--- src/rtl/mem_io_arbiter.sv ---
// Purpose : two-requester arbiter/sequencer sharing one data-memory port and the 16-bit IO bus.
// Latency : ack in cycle 2 after the sampling edge (cycle 2+MEM_LAT for memory reads); IDLE >= 1 cycle between accesses.
// Backpr. : a requester holds req and its qualifiers until its ack; the loser of a tie waits in IDLE.
//
// Ports:
//   clock, reset           - rising-edge clock, asynchronous active-low reset
//   rN_req/we/addr/wdata   - requester N access request and qualifiers (N = 0 CPU, 1 loader/debug)
//   rN_ack/rdata           - one-cycle completion pulse, read data held until that requester's next read ack
//   err                    - pulses with ack for an unmapped IO address
//   m_*                    - data-memory port (m_rdata valid MEM_LAT cycles after m_en)
//   io_*, led_cs, sw_cs    - IO bus strobes, chip selects and data
//   owner, busy            - current grant and "not IDLE" status
module mem_io_arbiter #(
  parameter int          MEM_LAT  = 1,
  parameter logic [31:0] IO_BASE  = 32'hFFFFFC00,
  parameter logic [31:0] LED_ADDR = 32'hFFFFFC60,
  parameter logic [31:0] SW_ADDR  = 32'hFFFFFC70
) (
  input  logic        clock,
  input  logic        reset,
  input  logic        r0_req,
  input  logic        r0_we,
  input  logic [31:0] r0_addr,
  input  logic [31:0] r0_wdata,
  input  logic        r1_req,
  input  logic        r1_we,
  input  logic [31:0] r1_addr,
  input  logic [31:0] r1_wdata,
  output logic        r0_ack,
  output logic [31:0] r0_rdata,
  output logic        r1_ack,
  output logic [31:0] r1_rdata,
  output logic        err,
  output logic        m_en,
  output logic        m_we,
  output logic [31:0] m_addr,
  output logic [31:0] m_wdata,
  input  logic [31:0] m_rdata,
  output logic        io_rd,
  output logic        io_wr,
  output logic        led_cs,
  output logic        sw_cs,
  output logic [15:0] io_wdata,
  input  logic [15:0] io_rdata,
  output logic        owner,
  output logic        busy
);

  typedef enum logic [1:0] {IDLE, ISSUE, WAIT, ACK} state_t;

  localparam logic [2:0] LAT_M1 = 3'(MEM_LAT - 1);

  state_t      state, state_nxt;
  logic        last;      // requester granted most recently; the other one wins a tie
  logic        sel;       // winner of the current arbitration
  logic        we_q;      // latched direction of the access in flight
  logic        io_q;      // access in flight targets IO space
  logic        unm_q;     // IO access in flight hit no register
  logic [2:0]  cnt;       // remaining WAIT cycles minus one

  logic        sel_we;
  logic [31:0] sel_addr;
  logic [31:0] sel_wdata;
  logic        sel_io;
  logic        sel_led;
  logic        sel_sw;

  // Winner's qualifiers and address decode, used at the grant edge so that
  // the strobes come straight out of flops during ISSUE.
  assign sel_we    = sel ? r1_we    : r0_we;
  assign sel_addr  = sel ? r1_addr  : r0_addr;
  assign sel_wdata = sel ? r1_wdata : r0_wdata;
  assign sel_io    = (sel_addr[31:10] == IO_BASE[31:10]);
  assign sel_led   = sel_io && (sel_addr[31:2] == LED_ADDR[31:2]);
  assign sel_sw    = sel_io && (sel_addr[31:2] == SW_ADDR[31:2]);

  assign busy = (state != IDLE);

  always_comb begin
    sel       = 1'b0;
    state_nxt = state;
    if (r0_req && r1_req) begin
      sel = ~last;
    end else if (r1_req) begin
      sel = 1'b1;
    end
    case (state)
      IDLE:    if (r0_req || r1_req) state_nxt = ISSUE;
      ISSUE:   state_nxt = (!io_q && !we_q) ? WAIT : ACK;
      WAIT:    if (cnt == 3'd0) state_nxt = ACK;
      ACK:     state_nxt = IDLE;
      default: state_nxt = IDLE;
    endcase
  end

  always_ff @(posedge clock or negedge reset) begin
    if (!reset) begin
      state    <= IDLE;
      last     <= 1'b1;
      owner    <= 1'b0;
      we_q     <= 1'b0;
      io_q     <= 1'b0;
      unm_q    <= 1'b0;
      cnt      <= 3'd0;
      r0_ack   <= 1'b0;
      r1_ack   <= 1'b0;
      r0_rdata <= 32'd0;
      r1_rdata <= 32'd0;
      err      <= 1'b0;
      m_en     <= 1'b0;
      m_we     <= 1'b0;
      m_addr   <= 32'd0;
      m_wdata  <= 32'd0;
      io_rd    <= 1'b0;
      io_wr    <= 1'b0;
      led_cs   <= 1'b0;
      sw_cs    <= 1'b0;
      io_wdata <= 16'd0;
    end else begin
      state <= state_nxt;

      // Everything below is a single-cycle pulse unless re-asserted.
      r0_ack   <= 1'b0;
      r1_ack   <= 1'b0;
      err      <= 1'b0;
      m_en     <= 1'b0;
      m_we     <= 1'b0;
      m_addr   <= 32'd0;
      m_wdata  <= 32'd0;
      io_rd    <= 1'b0;
      io_wr    <= 1'b0;
      led_cs   <= 1'b0;
      sw_cs    <= 1'b0;
      io_wdata <= 16'd0;

      case (state)
        IDLE: begin
          if (r0_req || r1_req) begin
            owner <= sel;
            we_q  <= sel_we;
            io_q  <= sel_io;
            unm_q <= sel_io && !sel_led && !sel_sw;
            if (!sel_io) begin
              m_en    <= 1'b1;
              m_we    <= sel_we;
              m_addr  <= sel_addr;
              m_wdata <= sel_we ? sel_wdata : 32'd0;
            end else if (sel_led || sel_sw) begin
              io_rd    <= !sel_we;
              io_wr    <= sel_we;
              led_cs   <= sel_led;
              sw_cs    <= sel_sw;
              io_wdata <= sel_we ? sel_wdata[15:0] : 16'd0;
            end
          end
        end

        ISSUE: begin
          if (!io_q && !we_q) begin
            cnt <= LAT_M1;
          end else begin
            if (owner) r1_ack <= 1'b1;
            else       r0_ack <= 1'b1;
            err <= unm_q;
            // IO read data is sampled combinationally from the device here;
            // an unmapped read returns zero.
            if (io_q && !we_q) begin
              if (owner) r1_rdata <= unm_q ? 32'd0 : {16'd0, io_rdata};
              else       r0_rdata <= unm_q ? 32'd0 : {16'd0, io_rdata};
            end
          end
        end

        WAIT: begin
          if (cnt == 3'd0) begin
            if (owner) begin
              r1_ack   <= 1'b1;
              r1_rdata <= m_rdata;
            end else begin
              r0_ack   <= 1'b1;
              r0_rdata <= m_rdata;
            end
          end else begin
            cnt <= cnt - 3'd1;
          end
        end

        ACK: begin
          last <= owner;
        end

        default: begin
        end
      endcase
    end
  end

endmodule

--- config.mk ---
export PLATFORM = sky130hd
export DESIGN_NAME = mem_io_arbiter
export DESIGN_NICKNAME = d
export VERILOG_FILES = /design/src/rtl/mem_io_arbiter.sv
export SDC_FILE = /design/constraint.sdc
export NUM_CORES = 1
export LEC_CHECK = 0
export BUFFER_PORTS_ARGS = -buffer_cell sky130_fd_sc_hd__buf_2
export CORE_AREA = 2 2 163 101
export DETAILED_ROUTE_END_ITERATION = 12
export DIE_AREA = 0 0 165 103
export GPL_TIMING_DRIVEN = 0
export PLACE_DENSITY_LB_ADDON = 0.12
export SLEW_MARGIN = 20
export SYNTH_ARGS = -nofsm -noshare
export SYNTH_HDL_FRONTEND = slang
export SYNTH_SLANG_ARGS = --single-unit
--- constraint.sdc ---
create_clock -name clock -period 1.8 [get_ports clock]
set_input_delay 0.36 -clock clock [delete_from_list [all_inputs] [get_ports clock]]
set_output_delay 0.36 -clock clock [all_outputs]
set_load 0.005 [all_outputs]
==> flow_metrics.tcl <==
set metrics [dict create \
    required_ps 1440 \
    diodes 0 \
    nets 1246 \
    critical_path_buf_inv_count 3 \
    cp-start-kind "flop" \
    first_global_vias 6499 \
    seq_area_frac_synth 0.566 \
    num_vias 6960 \
    fp.dieH_um 103 \
    layoutNonFillerInstCount 1279 \
    cp-end-kind "primary output" \
    drc 0 \
    clock_latency_ps 430 \
    async_flop_share 1.00 \
    root_buffer "clkbuf_16" \
    place_congestion 0.922 \
    critical_path.cell_chain "inv_2 > ha_1 > inv_2 > buf_2" \
    area_delta_synth_final_pct 41.7 \
    finalPower_mw 14.6 \
    setup-violations-final 0 \
    fill_cells 1345 \
    core_area_mm2 0.0157 \
    hpwl_um 18100 \
    tightest_slew_ps 643 \
    io_pins 337 \
    drv_cap 0 \
    ys_warn_count 0 \
    clkTransAtPathRegs_ps 70 \
    fin_crit_ps 1750 \
    syn_area_mm2 0.00721 \
    layout_commonest_cell "buf_2" \
    synth_top_flop_cell "dfrtp_1" \
    final_cell_mix "buf_2, dfrtp_1, nand2_1" \
    portBuffers 334 \
    cellLeakagePower_nw 5.18 \
    syn_inst 693 \
    arrival_ps 1390 \
    cpMaxStageDelayCell "dfrtp_2" \
    grt_usage 0.286 \
    max_stage_delay_ps 450 \
    status "completed" \
    cts_made_buffers 17 \
    crit_fanout 4 \
    ys_ff_latch 163 \
    fp.dieW_um 165 \
    crit_family "flip-flops" \
    syn_nets 881 \
    criticalPathCategory "flop to primary output" \
    slew_viol_final 0 \
    grt_max_degree 96 \
    synth-edff-count 0 \
    drt-initial-drc-count 578 \
    grt_overflow_total 0 \
    num_rows 36 \
    dp_cells 1237 \
    antenna_found_initial 0 \
    fin_util 0.650 \
    tritoncts "yes" \
    first_pass_iters 5 \
    crit_top_cell "inv_2" \
    max_slew_margin 0.569 \
    start_util 0.458 \
    avgViaCountPerCell 5.44 \
    totalWireLength_um 24400 \
    antenna_left 0 \
    wl_per_cell_um 19.1 \
    drive_gt1_frac 0.459 \
    setup_tns_ps 0 \
    finalHoldViolCount 0 \
    hold-worst-slack_ps 193 \
    grt_first_pass_wirelength_um 36500 \
    rsz0062_at_grt "true" \
    fin_crit_sh 0.972 \
    avgSynthCellArea_um2 10.4 \
    powerDensity_mw_per_mm2 1430 \
    hp-class "primary input to flop" \
    cts_sinks 163 \
    clockBufferDepth 2 \
    vdd_drop_max_mv 0.720 \
    synth.distinct_cells 49 \
    htreeDepth 4 \
    skew_ps 15.6 \
    fmax_mhz 571 \
    die-area_mm2 0.0170 \
]
[final timing paths]
check                             startpoint            to  slack [ps]  cells past startpoint
max in group asynchronous              reset      state[1]         370                      3
worst min-delay path            r1_wdata[17]   m_wdata[17]         190                      3
worst max register to register          last    m_addr[24]          50                      6
worst min register to register  r0_rdata[20]  r0_rdata[20]         480                      2
min in group asynchronous              reset    m_addr[28]         520                      2
worst max-delay path                state[0]          busy          50                      4
[cells in the mapped netlist, types with 2 or more instances]
library cell  count  share of area
nor4_1            3         0.0026
a22oi_1          15          0.016
o211ai_1         59          0.061
nand4_1          13          0.011
nor2_1           26          0.014
clkbuf_1         34          0.018
a32o_1            2         0.0028
o221ai_2          2         0.0042
nor4b_1           2         0.0024
or2_2             2         0.0017
nand3_1          49          0.034
nand2_1          93          0.048
a211oi_2         11          0.019
nor2b_1           2         0.0017
buf_4             6         0.0062
or4_1             2         0.0021
buf_6             8          0.013
a21oi_1          33          0.023
o21ai_0          67          0.047
dfrtp_1         162           0.56
mux2_2           18          0.028
nor3_1           20          0.014
inv_1             8         0.0042
ha_1              6          0.010
and3_1            2         0.0017
mux2i_1           2         0.0028
o211ai_2          4         0.0069
buf_1             2         0.0010
a211oi_1          5         0.0052
buf_2            16          0.011
[tightest hold or removal path, delay by kind of cell]
kind / cells / cell delay, ps
AO/OA/AOI/OAI: 1 / 60
buffers and inverters: 1 / 100
AND/OR/NAND/NOR: 1 / 50
[logic make-up (layout without fill, tap and decap cells)]
logic type / Yosys count / in the layout / synth area share
AO/OA/AOI/OAI: 209 / 209 / 0.198
adder cells (fa/ha/maj): 6 / 6 / 0.0104
buffers and inverters: 74 / 451 / 0.0528
flip-flops: 163 / 163 / 0.566
multiplexers: 20 / 20 / 0.0309
AND/OR/NAND/NOR: 221 / 221 / 0.141
[through the flow]
step / cell area (µm²) / setup slack [ps]
2_1_floorplan: 7210 / 143
3_3_place_gp: 9140 / -2180
3_5_place_dp: 9180 / -589
4_1_cts: 10100 / 5.72
5_1_grt: 10200 / -6.16
6_report: 10200 / 49.9
[layer usage]
metal / part of all wire / GRT usage / wire (µm)
met1: 0.46 / 0.420 / 11300
met2: 0.44 / 0.411 / 10700
met3: 0.081 / 0.0800 / 1970
met4: 0.018 / 0.0916 / 447
met5: 0 / 0 / 0
[state kept, by name (all words and copies together), names as in the netlist, 2 cells and up]
| name | cells |
|---|---|
| m_wdata | 32 |
| m_addr | 32 |
| cnt | 3 |
| state | 2 |
| io_wdata | 16 |
| r1_rdata | 32 |
| r0_rdata | 32 |
[power by group]
part	switching, mW	total [mW]	internal (mW)
logic	3.04	5.36	2.32
registers	0.507	5.20	4.69
clock network	1.63	4.00	2.37
total	5.17	14.6	9.38
[timing repair]
action	CTS	global route
gates cloned	1	0
endpoints found under the setup margin	124	115
hold buffers	1	0
pin swaps	4	2
endpoints found under the hold margin	68	0
buffers inserted	7	3
resized for setup	67	33
[final cells by class]
| class | count | area, µm² | area share |
|---|---|---|---|
| Clock buffer | 17 | 425 | 0.0417 |
| Inverter | 8 | 32.5 | 0.00319 |
| Buffer | 65 | 508 | 0.0497 |
| Timing Repair Buffer | 347 | 1840 | 0.180 |
| Sequential cell | 163 | 4080 | 0.400 |
| Clock inverter | 14 | 215 | 0.0211 |
| Tap cell | 209 | 262 | 0.0256 |
| Multi-Input combinational cell | 456 | 2850 | 0.279 |
Note: power is estimated with default switching activity, not from simulation.
